`config.mk`:
```
export PLATFORM = sky130hd
export DESIGN_NAME = fsm_in_cond_flat
export DESIGN_NICKNAME = d
export VERILOG_FILES = /design/src/rtl/fsm_in_pkg.sv /design/src/rtl/fsm_in_cond_if.sv /design/src/rtl/fsm_in_db_chan.sv /design/src/rtl/fsm_in_cond.sv /design/src/flat_wrapper.sv
export SDC_FILE = /design/constraint.sdc
export NUM_CORES = 1
export LEC_CHECK = 0
export CAP_MARGIN = 0
export CORE_ASPECT_RATIO = 0.75
export CORE_MARGIN = 2
export CORE_UTILIZATION = 42
export DETAILED_ROUTE_END_ITERATION = 7
export PLACE_DENSITY = 0.67
export RECOVER_POWER = 25
export SLEW_MARGIN = 20
export SYNTH_ARGS = -nofsm -noshare
export SYNTH_HDL_FRONTEND = slang
export SYNTH_SLANG_ARGS = --single-unit
```
`constraint.sdc`:
```
create_clock -name clk -period 1.75 [get_ports clk]
set_input_delay 0.2625 -clock clk [delete_from_list [all_inputs] [get_ports clk]]
set_output_delay 0.2625 -clock clk [all_outputs]
set_load 0.05 [all_outputs]
```
`src/rtl/fsm_in_pkg.sv`:
```
// Shared constants, the commit-decision type and the counter-width helper
// for the i1/i2 input conditioner.
package fsm_in_pkg;

    localparam int DB_CYCLES_DEF   = 8;
    localparam int SYNC_STAGES_DEF = 2;
    localparam int SKEW_MAX_DEF    = 4;

    // Width of the skew wait counter; covers SKEW_MAX up to 15.
    localparam int WCNT_W = 4;

    // Which channels take their synchronised level on this edge.
    typedef struct packed {
        logic c1;
        logic c2;
    } commit_t;

    // Debounce counter width: ceil(log2(n)), never below one bit.
    function automatic int cnt_width(input int n);
        return (n <= 2) ? 1 : $clog2(n);
    endfunction

endpackage

```
`src/rtl/fsm_in_cond_if.sv`:
```
// Raw inputs and conditioned outputs of the input conditioner.
interface fsm_in_cond_if;
    import fsm_in_pkg::*;

    logic raw1;
    logic raw2;
    logic i1;
    logic i2;
    logic chg;
    logic stable;

    modport master (output raw1, output raw2,
                    input i1, input i2, input chg, input stable);
    modport slave  (input raw1, input raw2,
                    output i1, output i2, output chg, output stable);
endinterface

```
`src/rtl/fsm_in_db_chan.sv`:
```
// One input channel: synchroniser chain plus debounce counter. Flags READY
// when the synchronised level has disagreed with the committed level long
// enough, PENDING while a disagreement is still being counted.
module fsm_in_db_chan
    import fsm_in_pkg::*;
#(
    parameter int SYNC_STAGES = SYNC_STAGES_DEF,
    parameter int DB_CYCLES   = DB_CYCLES_DEF
) (
    input  logic clk,
    input  logic nrst,
    input  logic raw,
    input  logic level,
    input  logic commit,
    output logic s,
    output logic ready,
    output logic pending,
    output logic cnt_zero_nxt
);
    localparam int CW = cnt_width(DB_CYCLES);
    localparam logic [CW-1:0] CNT_MAX = CW'(DB_CYCLES - 1);

    logic [SYNC_STAGES-1:0] sync;
    logic [CW-1:0]          cnt;
    logic [CW-1:0]          cnt_nxt;

    // Shift the raw line through the synchroniser chain.
    always_ff @(posedge clk or negedge nrst) begin
        if (!nrst) sync <= '0;
        else       sync <= {sync[SYNC_STAGES-2:0], raw};
    end

    assign s       = sync[SYNC_STAGES-1];
    assign ready   = (s != level) && (cnt == CNT_MAX);
    assign pending = (cnt != '0) && !ready;

    // Count consecutive mismatches; any agreement or a commit restarts it,
    // and a full count holds until the top level commits.
    always_comb begin
        cnt_nxt = cnt;
        if (s == level || commit) cnt_nxt = '0;
        else if (cnt != CNT_MAX)  cnt_nxt = cnt + 1'b1;
    end

    assign cnt_zero_nxt = (cnt_nxt == '0);

    // Debounce counter register.
    always_ff @(posedge clk or negedge nrst) begin
        if (!nrst) cnt <= '0;
        else       cnt <= cnt_nxt;
    end
endmodule

```
`src/rtl/fsm_in_cond.sv`:
```
// Input conditioner ahead of the i1/i2 control FSM. Debounces both raw
// lines and lines up near-simultaneous changes so the FSM never sees a
// transient one-channel-only combination caused by skew.
module fsm_in_cond
    import fsm_in_pkg::*;
#(
    parameter int SYNC_STAGES = SYNC_STAGES_DEF,
    parameter int DB_CYCLES   = DB_CYCLES_DEF,
    parameter int SKEW_MAX    = SKEW_MAX_DEF
) (
    input  logic          clk,
    input  logic          nrst,
    fsm_in_cond_if.slave  bus
);
    localparam logic [WCNT_W-1:0] SKEW_LIM = WCNT_W'(SKEW_MAX);

    logic s1, s2;
    logic ready1, ready2;
    logic pend1, pend2;
    logic zero1, zero2;
    logic i1_q, i2_q, chg_q, stable_q;
    logic [WCNT_W-1:0] wcnt, wcnt_nxt;
    commit_t act;

    fsm_in_db_chan #(.SYNC_STAGES(SYNC_STAGES), .DB_CYCLES(DB_CYCLES)) u_ch1 (
        .clk          (clk),
        .nrst         (nrst),
        .raw          (bus.raw1),
        .level        (i1_q),
        .commit       (act.c1),
        .s            (s1),
        .ready        (ready1),
        .pending      (pend1),
        .cnt_zero_nxt (zero1)
    );

    fsm_in_db_chan #(.SYNC_STAGES(SYNC_STAGES), .DB_CYCLES(DB_CYCLES)) u_ch2 (
        .clk          (clk),
        .nrst         (nrst),
        .raw          (bus.raw2),
        .level        (i2_q),
        .commit       (act.c2),
        .s            (s2),
        .ready        (ready2),
        .pending      (pend2),
        .cnt_zero_nxt (zero2)
    );

    // Decide which channels commit this edge; a lone ready channel waits up
    // to SKEW_MAX extra cycles while its partner is still counting.
    always_comb begin
        act      = '0;
        wcnt_nxt = '0;
        if (ready1 && ready2) begin
            act.c1 = 1'b1;
            act.c2 = 1'b1;
        end else if (ready1 || ready2) begin
            if ((ready1 ? pend2 : pend1) && (wcnt < SKEW_LIM)) begin
                wcnt_nxt = wcnt + 1'b1;
            end else begin
                act.c1 = ready1;
                act.c2 = ready2;
            end
        end
    end

    // Conditioned levels, change pulse, stability flag and skew counter.
    always_ff @(posedge clk or negedge nrst) begin
        if (!nrst) begin
            i1_q     <= 1'b0;
            i2_q     <= 1'b0;
            chg_q    <= 1'b0;
            stable_q <= 1'b1;
            wcnt     <= '0;
        end else begin
            if (act.c1) i1_q <= s1;
            if (act.c2) i2_q <= s2;
            chg_q    <= act.c1 | act.c2;
            stable_q <= zero1 && zero2 && (wcnt_nxt == '0);
            wcnt     <= wcnt_nxt;
        end
    end

    assign bus.i1     = i1_q;
    assign bus.i2     = i2_q;
    assign bus.chg    = chg_q;
    assign bus.stable = stable_q;
endmodule

```
`src/flat_wrapper.sv`:
```
// flat-port wrapper written by rule: the top's interface ports become plain ports
module fsm_in_cond_flat import fsm_in_pkg::*;
#(
    parameter int SYNC_STAGES = SYNC_STAGES_DEF,
    parameter int DB_CYCLES   = DB_CYCLES_DEF,
    parameter int SKEW_MAX    = SKEW_MAX_DEF
)
  (clk, nrst, bus_raw1, bus_raw2, bus_i1, bus_i2, bus_chg, bus_stable);
  fsm_in_cond_if bus_i ();
  input  logic clk;
  input  logic nrst;
  input wire logic [$bits(bus_i.raw1)-1:0] bus_raw1;
  input wire logic [$bits(bus_i.raw2)-1:0] bus_raw2;
  output wire logic [$bits(bus_i.i1)-1:0] bus_i1;
  output wire logic [$bits(bus_i.i2)-1:0] bus_i2;
  output wire logic [$bits(bus_i.chg)-1:0] bus_chg;
  output wire logic [$bits(bus_i.stable)-1:0] bus_stable;
  assign bus_i.raw1 = bus_raw1;
  assign bus_i.raw2 = bus_raw2;
  assign bus_i1 = bus_i.i1;
  assign bus_i2 = bus_i.i2;
  assign bus_chg = bus_i.chg;
  assign bus_stable = bus_i.stable;
  fsm_in_cond #(.SYNC_STAGES(SYNC_STAGES), .DB_CYCLES(DB_CYCLES), .SKEW_MAX(SKEW_MAX)) u_core (.clk(clk), .nrst(nrst), .bus(bus_i));
endmodule
```
[Word-level counts from Yosys, hierarchy flattened]
Index checks and enable logic that the tools add are counted.
Storage, ports and cells
  flip-flop bits (word level): 18
  output and inout port bits: 4
  memories: 0
  bits in latches: 0
  memory bits (writable): 0
  memory bits (read-only): 0
Operators by class
  shifts and indexed selects: 0
  mux-type cells: 11
  reductions and logical operators: 18
  $lt $le $gt $ge: 1
  equality and inequality tests: 8
  multiply operators: 0
  div/mod/pow operators: 0
  bitwise logic cells: 1
  $add $sub $neg: 3
Operators by type and width (number)
  $mux W3: 4
  $mux W4: 3
  $logic_and A1 B1 Y1: 8
  $add A3 B1 Y3 const B: 2
  $eq A3 B3 Y1 const B: 2
  $logic_not A3 Y1: 2
  $mux W2: 3
  $ne A3 B3 Y1 const B: 2
  $reduce_bool A3 Y1: 2
  $add A4 B1 Y4 const B: 1
  $logic_not A4 Y1: 1
  $lt A4 B3 Y1 const B: 1
  $logic_or A1 B1 Y1: 3
  $eq A1 B1 Y1: 2
  $logic_not A1 Y1: 2
  $ne A1 B1 Y1: 2
  $mux W1: 1
  $or A1 B1 Y1: 1

[Longest topological paths before layout]
Gate-level depths: netlist of run 1.
  word-level depth: 14
  mapped depth: 6
  depth with buffers taken out: 6

[Modules after synthesis]
Synthesis of run 1 repeated with hierarchy kept, for this count alone.
Second synthesis, totals
  cells, all modules: 77
  area total of the unflattened synthesis: 865.8 µm²
Modules (own cells, without submodules)
  fsm_in_db_chan: area each 259.0 µm², cells an instance 24, times used 2, sequential area each 125.1 µm²
  fsm_in_cond: area each 347.8 µm², cells an instance 29, times used 1, sequential area each 201.4 µm²

[Worst setup path before layout of run 1]
No wires, ideal clock.
  path kind: reg2reg
  start: register u_core.i2_q, in the netlist u_core.bus.i2
  end: register u_core.i1_q, in the netlist u_core.bus.i1
  library setup time: 0.128 ns
  path slack: 0.101 ns
  required time: 1.622 ns
  stages on the path, launching flop included: 5
  arrival time: 1.521 ns
  cells stage by stage: dfrtp_1 -> xor2_1 -> a21oi_2 -> a21oi_2 -> mux2_1
On the way
  longest elaborated chain between the ends: 9
RTL lines
  start: declaration: RTL line fsm_in_cond.sv:21  | logic i1_q, i2_q, chg_q, stable_q;
  start signal: assignment: RTL line fsm_in_cond.sv:71  | i2_q <= 1'b0;
  start signal: assignment: RTL line fsm_in_cond.sv:77  | if (act.c2) i2_q <= s2;
  $ne A1 B1 Y1 *: RTL line fsm_in_db_chan.sv:34  | assign ready = (s != level) && (cnt == CNT_MAX);
  $logic_and A1 B1 Y1 *: RTL line fsm_in_db_chan.sv:34
  $logic_not A1 Y1: RTL line fsm_in_db_chan.sv:35  | assign pending = (cnt != '0) && !ready;
  $logic_and A1 B1 Y1: RTL line fsm_in_db_chan.sv:35
  $mux W1: RTL line fsm_in_cond.sv:58  | if ((ready1 ? pend2 : pend1) && (wcnt < SKEW_LIM)) begin
  $logic_and A1 B1 Y1: RTL line fsm_in_cond.sv:58
  $mux W2: RTL line fsm_in_cond.sv:58
  $mux W2: RTL line fsm_in_cond.sv:57  | end else if (ready1 || ready2) begin
  $mux W2 *: RTL line fsm_in_cond.sv:54  | if (ready1 && ready2) begin
  end signal: assignment: RTL line fsm_in_cond.sv:70  | i1_q <= 1'b0;
  end signal: assignment: RTL line fsm_in_cond.sv:76  | if (act.c1) i1_q <= s1;
  end: declaration: RTL line fsm_in_cond.sv:21
Every way passes the cells marked *; elsewhere a longest branch is shown, timed or not.
A chain may end at the register's enable or synchronous reset.

[Final worst setup path of run 1]
  start: register u_core.chg_q, in the netlist u_core.bus.chg
  end: output port bus_chg
RTL lines
  start: declaration: RTL line fsm_in_cond.sv:21
  start signal: assignment: RTL line fsm_in_cond.sv:78  | chg_q <= act.c1 | act.c2;
  end: declaration: RTL line flat_wrapper.sv:16  | output wire logic [$bits(bus_i.chg)-1:0] bus_chg;
No word-level cell between the ends.

==> qor.csv, run 1 <==
stage,metric,value,unit
die,# IOs,8,
clocking,Setup Buffers After CTS,0,
layout,Final Util,50.57,%
worst_setup_path,critical path endpoint category,output port,
synth,syn nets,82,
clocking,Clock transition at path regs,0.11,ns
die,Row Count,14,
pwr,leakage power,0.4920,nW
clocking,CTS resizes,0,
run,Max-Cap Viols,0,
timing,min cycle time layout,1.699,ns
timing,Final TNS setup,0,ns
detailed_routing,DRC errors left,0,
timing,Final setup viols,0,
detailed_routing,DR vias,549,
clocking,CTS Buffer Depth,2,
global_routing,first-pass GRT wire length,2.290,mm
timing,Max Clk Rate,588.7,MHz
layout,final net count,96,
layout,Area growth syn-to-layout,16.96,%
synth,register bit total from synthesis,18,
global_routing,GRT Overall Usage,13.21,%
synth,area share of the largest cell type after synthesis,50.15,%
pwr,Peak VDD IR,0.0007848,V
timing,final worst-path cycle share,97.06,%
hold_path,Hold/Removal Path Class,primary input to asynchronous set/reset pin,
worst_setup_path,Worst path top cell family by delay,buffers and inverters,
synth,"Distinct cells, synth",30,
synth,most common cell in the netlist,dfrtp_1,
synth,"area leader, netlist",dfrtp_1,
detailed_routing,initial drt markers,13,
placed_design,Post-DP HPWL,1.102,mm
synth,Syn Inst Count,73,
clocking,CTS Root Cell,clkbuf_4,
placed_design,RD Place Congestion,0.8538,
die,Die ar.,0.002399,mm²
die,Core ar.,0.001962,mm²
synth,Area contributors post-synth,"dfrtp_1, ha_1, mux2_4",
worst_setup_path,WS Path Type,flip-flop to output port,
die,chip height,42.92,µm
timing,count of final hold-check violations,0,
pwr,PD cells,1454,mW/mm²
synth,"Seq/Total Area, Yosys",53.24,%
worst_setup_path,r2r endpoint,u_core.bus.stable$_DFF_PN1_,
synth,dominant synthesized flop cell,dfrtp_1,
detailed_routing,Top Metal Used,met4,
detailed_routing,Post-DRT Antenna Nets,0,
outcome,outcome,completed,
worst_setup_path,Worst Setup Start Kind,flip-flop,
worst_setup_path,CP max-delay cell,clkdlybuf4s50_1,
clocking,"Clk Latency, worst-skew pair",0.30,ns
detailed_routing,average routed wire per standard cell,13.10,µm
global_routing,vias in the first global route,490,
synth,asr flop ratio synth,100.0,%
synth,"top cells by count, synth","dfrtp_1, nor2_1, ha_1, inv_1, nand2_1",
worst_setup_path,Buf/Inv on CP,1,
detailed_routing,DR WL met2,630,µm
clocking,hold-fix buffers at CTS,0,
die,Die Width,55.90,µm
clocking,clock sink count,18,
worst_setup_path,"Req. time, crit path",1.49,ns
timing,clock skew,0.009187,ns
worst_setup_path,cells on worst reg2reg path,5,
placed_design,Worst Setup Slack post-DPL,0.1415,ns
worst_setup_path,crit-path max cell delay,0.79,ns
synth,Post-synth EDFFs,0,
timing,Slew Limit Fails,0,
synth,Mapped Area,848.3,µm²
worst_setup_path,"Max FO, Critical Path",1,
detailed_routing,met1 wire length,739,µm
worst_setup_path,WP data arrival,1.44,ns
global_routing,gr ovfl total,0,
placed_design,port bufs,7,
synth,average size of a mapped cell,11.62,µm²
detailed_routing,Post-Route WL,1.441,mm
worst_setup_path,reg2reg setup slack,0.14,ns
detailed_routing,Pre-antenna DRT Iters,3,
die,effective utilization at floorplan,43.24,%
clocking,total CTS buffers,3,
timing,unrepaired setup endpoints after global routing,false,
global_routing,initial antenna violation count,0,
clocking,H-Tree Depth,1,
timing,setup ws final,0.05140,ns
detailed_routing,drt via density,4.991,
layout,ant diodes,0,
detailed_routing,met3 WL,60,µm
clocking,CTS tree,done,
worst_setup_path,"critical path, cell by cell",clkdlybuf4s50_1,
global_routing,pin count of the biggest net entering global routing,14,
worst_setup_path,r2r startpoint,u_core.u_ch2.cnt[0]$_DFF_PN0_,
synth,YS warnings,0,
layout,share of layout cells above drive strength 1,22.09,%
logic make-up after synthesis:
logic type / after synthesis / synth area share (%)
XOR/XNOR: 3 / 3.983
other: 1 / 0.4421
adder cells (fa/ha/maj): 5 / 7.375
AO/OA/AOI/OAI: 11 / 10.91
buffers and inverters: 5 / 2.213
multiplexers: 3 / 4.867
flip-flops: 18 / 53.25
AND/OR/NAND/NOR: 27 / 16.96
routing by layer:
layer / vias up / global-route usage, %
li1: 277 / -
met3: 2 / 5.488
met1: 261 / 18.54
met2: 9 / 18.57
met4: 0 / 4.286
met5: - / 0
cells in the final DEF, fill, tap and decap left out, types with 2 or more instances in the layout:
| cell type | synthesis | layout |
|---|---|---|
| a21oi_1 | 2 | 2 |
| a21oi_2 | 2 | 2 |
| and3_1 | 2 | 2 |
| buf_4 | 0 | 5 |
| clkbuf_4 | 0 | 3 |
| dfrtp_1 | 17 | 17 |
| dlygate4sd3_1 | 0 | 3 |
| ha_1 | 5 | 5 |
| inv_1 | 5 | 5 |
| mux2_4 | 2 | 2 |
| nand2_1 | 5 | 5 |
| nand4_1 | 2 | 2 |
| nor2_1 | 8 | 8 |
| nor3_1 | 2 | 2 |
| nor4_1 | 2 | 2 |
| o21a_1 | 2 | 2 |
final cells by class:
cell class / instances / area, µm²
Inverter: 5 / 18.77
Multi-Input combinational cell: 50 / 377.9
Clock buffer: 4 / 36.28
Sequential cell: 18 / 451.7
Tap cell: 24 / 30.03
Fill cell: 196 / 969.7
Timing Repair Buffer: 9 / 77.57
worst max path at each step:
| stage | from | end | slack [ns] | cells past startpoint |
|---|---|---|---|---|
| 3_3_place_gp | u_core.u_ch1.cnt[0]$_DFF_PN0_ | u_core.bus.i2$_DFFE_PN0P_ | 0.19 | 5 |
| 3_5_place_dp | u_core.u_ch2.cnt[0]$_DFF_PN0_ | u_core.bus.i1$_DFFE_PN0P_ | 0.14 | 5 |
| 2_1_floorplan | u_core.bus.i2$_DFFE_PN0P_ | u_core.bus.i1$_DFFE_PN0P_ | 0.10 | 4 |
| 4_1_cts | u_core.bus.chg$_DFF_PN0_ | bus_chg | 0.05 | 1 |
| 6_report | u_core.bus.chg$_DFF_PN0_ | bus_chg | 0.05 | 1 |
| 5_1_grt | u_core.bus.chg$_DFF_PN0_ | bus_chg | 0.03 | 1 |
report_power, final:
| group | internal [mW] | switching, mW |
|---|---|---|
| clock network | 0.127 | 0.135 |
| logic | 0.234 | 0.360 |
| registers | 0.508 | 0.0802 |
| total | 0.868 | 0.575 |
metrics by stage:
| stage | hold slack (ns) | instance area [µm²] | total power, mW | std cells |
|---|---|---|---|---|
| finish | 0.2659 | 992.2 | 1.443 | 110 |
| global route | 0.2936 | 992.2 | 1.533 | 110 |
| CTS | 0.2144 | 992.2 | 1.452 | 110 |
| detailed placement | 0.3373 | 955.9 | 1.190 | 106 |
| global placement | 0.3337 | 955.9 | 1.175 | 106 |
| floorplan | -0.03309 | 848.3 | 1.030 | 73 |
flip-flops by register name (all words and copies together) (netlist names):
signal and flops:
u_core.wcnt 4, u_core.u_ch1.cnt 3, u_core.u_ch2.cnt 3, u_core.u_ch1.sync 2, u_core.u_ch2.sync 2, u_core.bus.chg 1
u_core.bus.i1 1, u_core.bus.i2 1, u_core.bus.stable 1
Note: power is estimated with default switching activity, not from simulation.
==> inputs of run 2 (changes only) <==
--- a/config.mk
+++ b/config.mk
@@ -7,10 +7,9 @@
 export LEC_CHECK = 0
 export CAP_MARGIN = 0
 export CORE_ASPECT_RATIO = 0.75
-export CORE_MARGIN = 2
-export CORE_UTILIZATION = 42
+export CORE_UTILIZATION = 40
 export DETAILED_ROUTE_END_ITERATION = 7
-export PLACE_DENSITY = 0.67
+export PLACE_DENSITY = 0.64
 export RECOVER_POWER = 25
 export SLEW_MARGIN = 20
 export SYNTH_ARGS = -nofsm -noshare
==> run 2 against run 1 <==
Design area fell by 0.38%; clock power decreased by 3%; die area is 3.7% lower; global-route usage rose by 2.7 points; non-clock buffer count unchanged; sequential power about the same.
==> qor.csv, run 2 (synthesized netlist as in run 1, its figures left out) <==
stage,metric,value,unit,change
layout,number of fill cells,197,,+0.51%
placed_design,Area after DPL,955.9,µm²,unchanged
timing,relative max-transition margin,36.74,%,
detailed_routing,average routed wire per standard cell,12.71,µm,-3.0%
layout,most frequent cells in the layout,"dfrtp_1, nor2_1, inv_1, nand2_1, ha_1",,
global_routing,pin count of the biggest net entering global routing,19,,+5
clocking,total CTS buffers,3,,unchanged
layout,Area growth syn-to-layout,16.52,%,
worst_setup_path,"Req. time, crit path",1.49,ns,about the same
timing,min cycle time layout,1.702,ns,+0.003169 ns
placed_design,port bufs,7,,unchanged
die,Core ar.,0.001997,mm²,+1.8%
global_routing,first-pass GRT wire length,2.428,mm,+6.0%
timing,Max Clk Rate,587.6,MHz,-0.19%
timing,Final setup viols,0,,unchanged
timing,Slew Limit Fails,0,,unchanged
clocking,clock sink count,18,,unchanged
worst_setup_path,critical path endpoint category,output port,,
detailed_routing,drt via density,5.091,,+2.0%
timing,Final TNS setup,0,ns,unchanged
worst_setup_path,critical path depth,1,,unchanged
layout,Top Registers,"u_core.wcnt (4), u_core.u_ch1.cnt (3), u_core.u_ch2.cnt (3)",,
layout,Largest register FFs,4,,unchanged
worst_setup_path,Worst path top cell family by delay,buffers and inverters,,
detailed_routing,DRC errors left,0,,unchanged
clocking,CTS Buffer Depth,2,,unchanged
layout,ant diodes,0,,unchanged
pwr,leakage power,0.4884,nW,-0.74%
hold_path,Hold/Removal Path Class,flip-flop to flip-flop,,
worst_setup_path,crit-path max cell delay,0.79,ns,about the same
layout,Final Instance Area,988.4,µm²,-0.38%
worst_setup_path,cells on worst reg2reg path,5,,unchanged
hold_path,Worst Hold Launch,u_core.u_ch2.sync[0]$_DFF_PN0_,,
clocking,H-Tree Depth,1,,unchanged
worst_setup_path,CP startpoint,u_core.bus.chg$_DFF_PN0_,,
timing,Worst Max-Slew Pin Slew,0.9488,ns,
die,Row Count,14,,unchanged
worst_setup_path,r2r endpoint,u_core.bus.i1$_DFFE_PN0P_,,
worst_setup_path,reg2reg setup slack,0.12,ns,-0.02 ns
clocking,hold-fix buffers at CTS,0,,unchanged
die,# IOs,8,,unchanged
worst_setup_path,"critical path, cell by cell",clkdlybuf4s50_1,,
outcome,outcome,completed,,
worst_setup_path,WP data arrival,1.44,ns,about the same
detailed_routing,Post-Route WL,1.398,mm,-3.0%
worst_setup_path,"Max FO, Critical Path",1,,unchanged
layout,Largest Register,u_core.wcnt,,
layout,"most common cell after layout, fill and taps aside",dfrtp_1,,
worst_setup_path,r2r startpoint,u_core.u_ch2.cnt[0]$_DFF_PN0_,,
detailed_routing,initial drt markers,9,,-4
timing,final worst-path cycle share,97.24,%,+0.18 points
pwr,Pwr Total,1.434,mW,-0.62%
timing,count of final hold-check violations,0,,unchanged
clocking,Clock transition at path regs,0.10,ns,about the same
timing,clock skew,0.002818,ns,-0.006369 ns
layout,final net count,96,,unchanged
placed_design,Post-DP HPWL,1.060,mm,-3.8%
placed_design,Worst Setup Slack post-DPL,0.1191,ns,-0.02236 ns
worst_setup_path,Worst Setup Start Kind,flip-flop,,
die,Die ar.,0.002311,mm²,-3.7%
global_routing,initial antenna violation count,0,,unchanged
timing,unrepaired setup endpoints after global routing,false,,
run,Max-Cap Viols,0,,unchanged
clocking,CTS tree,done,,
clocking,CTS resizes,0,,unchanged
pwr,PD cells,1451,mW/mm²,-0.24%
worst_setup_path,CP max-delay cell,clkdlybuf4s50_1,,
clocking,Setup Buffers After CTS,0,,unchanged
layout,share of layout cells above drive strength 1,20.93,%,-1.2 points
pwr,Peak VDD IR,0.001013,V,+29%
worst_setup_path,Buf/Inv on CP,1,,unchanged
detailed_routing,Post-DRT Antenna Nets,0,,unchanged
placed_design,RD Place Congestion,0.7927,,-7.2%
worst_setup_path,critical path endpoint,bus_chg,,
detailed_routing,DR vias,560,,+2.0%
detailed_routing,Pre-antenna DRT Iters,4,,+1
global_routing,vias in the first global route,549,,+12%
die,chip height,41.88,µm,-2.4%
timing,setup ws final,0.04823,ns,-0.003169 ns
die,Die Width,55.18,µm,-1.3%
die,effective utilization at floorplan,42.48,%,-0.76 points
global_routing,GRT Overall Usage,15.87,%,+2.7 points
worst_setup_path,WS Path Type,flip-flop to output port,,
global_routing,gr ovfl total,0,,unchanged
clocking,"Clk Latency, worst-skew pair",0.29,ns,about the same
clocking,CTS Root Cell,clkbuf_4,,
-- run 2: cell count changes in the layout (fill, tap and decap cells not counted), sizes merged --
cell	before	now
clkbuf	4	5
buf	5	4
-- run 2: cell type report --
cell class	instances	area (µm²)	area share [%]
Clock buffer	4	36.28	3.671
Multi-Input combinational cell	50	377.9	38.23
Tap cell	24	30.03	3.038
Timing Repair Buffer	9	73.82	7.468
Sequential cell	18	451.7	45.70
Inverter	5	18.77	1.899
-- run 2: report_power, final --
group          internal [mW]  switching [mW]
Sequential             0.508          0.0817
Combinational          0.235           0.357
Clock                  0.127           0.127
Total                  0.869           0.565
-- run 2: worst min-delay path by stage --
| stage | to | slack, ns | cells past startpoint |
|---|---|---|---|
| floorplan | u_core.bus.chg$_DFF_PN0_ | -0.03 | 0 |
| detailed placement | u_core.u_ch2.sync[1]$_DFF_PN0_ | 0.34 | 0 |
| CTS | u_core.u_ch1.cnt[0]$_DFF_PN0_ | 0.29 | 2 |
| global route | u_core.u_ch1.sync[1]$_DFF_PN0_ | 0.37 | 0 |
| finish | u_core.u_ch2.sync[1]$_DFF_PN0_ | 0.36 | 0 |
| global placement | u_core.u_ch1.sync[1]$_DFF_PN0_ | 0.33 | 0 |
-- run 2: per-layer routing --
metal / wire (µm) / share of wire (%) / global-route usage, %
met3: 74 / 5.3 / 6.593
met2: 635 / 45 / 22.65
met5: 0 / 0 / 0
met1: 656 / 47 / 19.86
met4: 31 / 2.2 / 9.000
-- run 2: metrics by stage --
step / hold slack [ns] / std cells / utilization, %
floorplan: -0.03309 / 73 / -
global placement: 0.3343 / 106 / 47.87
detailed placement: 0.3418 / 106 / 47.87
CTS: 0.2882 / 110 / 49.69
global route: 0.3746 / 110 / 49.50
finish: 0.3613 / 110 / 49.50
==> inputs of run 3 (changes only) <==
--- a/config.mk
+++ b/config.mk
@@ -9,7 +9,6 @@
 export CORE_ASPECT_RATIO = 0.75
 export CORE_UTILIZATION = 40
 export DETAILED_ROUTE_END_ITERATION = 7
-export PLACE_DENSITY = 0.64
 export RECOVER_POWER = 25
 export SLEW_MARGIN = 20
 export SYNTH_ARGS = -nofsm -noshare
==> run 3 against run 2 <==
Worst hold slack improved by 0.0073 ns; critical endpoint unchanged; setup slack better by 0.0061 ns; global-route usage is 0.92 points lower; sequential power hardly changed; design area did not move; non-clock buffer count unchanged; die area unchanged; flip-flop and latch count stayed put.
==> qor.csv, run 3 (synthesized netlist as in run 1, its figures left out) <==
stage,metric,value,unit,change
outcome,outcome,completed,,
layout,ant diodes,0,,unchanged
timing,final worst-path cycle share,96.90,%,-0.35 points
clocking,"Clk Latency, worst-skew pair",0.29,ns,about the same
detailed_routing,DR vias,552,,-1.4%
clocking,H-Tree Depth,1,,unchanged
detailed_routing,DRC errors left,0,,unchanged
die,chip height,41.88,µm,unchanged
pwr,PD cells,1438,mW/mm²,-0.90%
die,Row Count,14,,unchanged
worst_setup_path,WP data arrival,1.43,ns,about the same
layout,share of layout cells above drive strength 1,20.93,%,unchanged
layout,"most common cell after layout, fill and taps aside",dfrtp_1,,
worst_setup_path,reg2reg setup slack,0.13,ns,about the same
layout,Final Instance Area,988.4,µm²,unchanged
timing,count of final hold-check violations,0,,unchanged
die,Die Width,55.18,µm,unchanged
clocking,CTS Root Cell,clkbuf_4,,
placed_design,RD Place Congestion,0.7461,,-5.9%
timing,clock skew,0.005113,ns,+0.002295 ns
detailed_routing,Post-DRT Antenna Nets,0,,unchanged
clocking,Clock transition at path regs,0.10,ns,about the same
placed_design,port bufs,7,,unchanged
timing,Worst Max-Slew Pin Slew,0.9302,ns,-0.01861 ns
layout,Area growth syn-to-layout,16.52,%,unchanged
layout,Largest Register,u_core.wcnt,,
clocking,total CTS buffers,3,,unchanged
layout,Top Registers,"u_core.wcnt (4), u_core.u_ch1.cnt (3), u_core.u_ch2.cnt (3)",,
timing,relative max-transition margin,37.99,%,+1.2 points
clocking,CTS tree,done,,
detailed_routing,drt via density,5.018,,-1.4%
worst_setup_path,critical path endpoint category,output port,,
worst_setup_path,Worst Setup Start Kind,flip-flop,,
layout,most frequent cells in the layout,"dfrtp_1, nor2_1, inv_1, nand2_1, ha_1",,
layout,final net count,96,,unchanged
layout,Largest register FFs,4,,unchanged
pwr,leakage power,0.4884,nW,unchanged
layout,FF/Latch Area,451.7,µm²,unchanged
placed_design,Post-DP HPWL,1.003,mm,-5.3%
clocking,hold-fix buffers at CTS,0,,unchanged
placed_design,Area after DPL,955.9,µm²,unchanged
clocking,clock sink count,18,,unchanged
timing,unrepaired setup endpoints after global routing,false,,
die,effective utilization at floorplan,42.48,%,unchanged
timing,Final setup viols,0,,unchanged
detailed_routing,initial drt markers,3,,-6
worst_setup_path,Worst path top cell family by delay,buffers and inverters,,
worst_setup_path,CP startpoint,u_core.bus.chg$_DFF_PN0_,,
worst_setup_path,Buf/Inv on CP,1,,unchanged
worst_setup_path,CP max-delay cell,clkdlybuf4s50_1,,
die,Die ar.,0.002311,mm²,unchanged
timing,final hold slack,0.3685,ns,+0.007250 ns
global_routing,initial antenna violation count,0,,unchanged
hold_path,Hold/Removal Path Class,flip-flop to flip-flop,,
die,# IOs,8,,unchanged
clocking,Setup Buffers After CTS,0,,unchanged
global_routing,GRT Overall Usage,14.95,%,-0.92 points
worst_setup_path,"Max FO, Critical Path",1,,unchanged
worst_setup_path,"Req. time, crit path",1.49,ns,about the same
worst_setup_path,r2r startpoint,u_core.u_ch2.cnt[0]$_DFF_PN0_,,
die,Core ar.,0.001997,mm²,unchanged
timing,Max Clk Rate,589.7,MHz,+0.36%
clocking,CTS Buffer Depth,2,,unchanged
worst_setup_path,crit-path max cell delay,0.80,ns,about the same
worst_setup_path,WS Path Type,flip-flop to output port,,
global_routing,pin count of the biggest net entering global routing,19,,unchanged
hold_path,Worst Hold Launch,u_core.u_ch1.sync[0]$_DFF_PN0_,,
worst_setup_path,"critical path, cell by cell",clkdlybuf4s50_1,,
global_routing,gr ovfl total,0,,unchanged
pwr,Peak VDD IR,0.001026,V,+1.3%
run,Max-Cap Viols,0,,unchanged
global_routing,vias in the first global route,528,,-3.8%
detailed_routing,Pre-antenna DRT Iters,3,,-1
detailed_routing,Post-Route WL,1.329,mm,-4.9%
timing,min cycle time layout,1.696,ns,-0.006061 ns
layout,Multi-input gate area,377.9,µm²,unchanged
detailed_routing,average routed wire per standard cell,12.08,µm,-4.9%
layout,number of fill cells,187,,-5.1%
timing,Slew Limit Fails,0,,unchanged
timing,Final TNS setup,0,ns,unchanged
clocking,CTS resizes,0,,unchanged
global_routing,first-pass GRT wire length,2.325,mm,-4.2%
## run 3: through the flow
stage	setup slack [ns]	std cells	utilization (%)	power, mW
6_report	0.05429	110	49.50	1.421
5_1_grt	0.01565	110	49.50	1.527
4_1_cts	0.03253	110	49.69	1.442
3_5_place_dp	0.1379	106	47.87	1.181
3_3_place_gp	0.1812	106	47.87	1.182
2_1_floorplan	0.1014	73	-	1.030
## run 3: metal layers
| metal | part of all wire (%) | track usage (%) |
|---|---|---|
| met5 | 0 | 0 |
| met4 | 1.6 | 6.000 |
| met3 | 4.2 | 5.495 |
| met2 | 42 | 20.48 |
| met1 | 53 | 21.26 |
## run 3: path summary, 6_finish.rpt
check,end,cells after the start
worst max register to register,u_core.bus.i1$_DFFE_PN0P_,5
worst min register to register,u_core.u_ch1.sync[1]$_DFF_PN0_,0
worst max-delay path,bus_chg,1
min in group asynchronous,u_core.wcnt[2]$_DFF_PN0_,2
max in group asynchronous,u_core.u_ch2.cnt[0]$_DFF_PN0_,2
worst min-delay path,u_core.u_ch1.sync[1]$_DFF_PN0_,0
## run 3: power breakdown
group | internal [mW] | total [mW] | switching (mW)
combinational | 0.233 | 0.582 | 0.349
clock | 0.127 | 0.253 | 0.127
sequential | 0.508 | 0.586 | 0.0778
total | 0.868 | 1.42 | 0.553
## run 3: layout make-up
type                    count  area share [%]
clock buffers               4           3.671
inverters                   5           1.899
multi-input cells          50           38.23
flip-flops and latches     18           45.70
well taps                  24           3.038
repair buffers              9           7.468
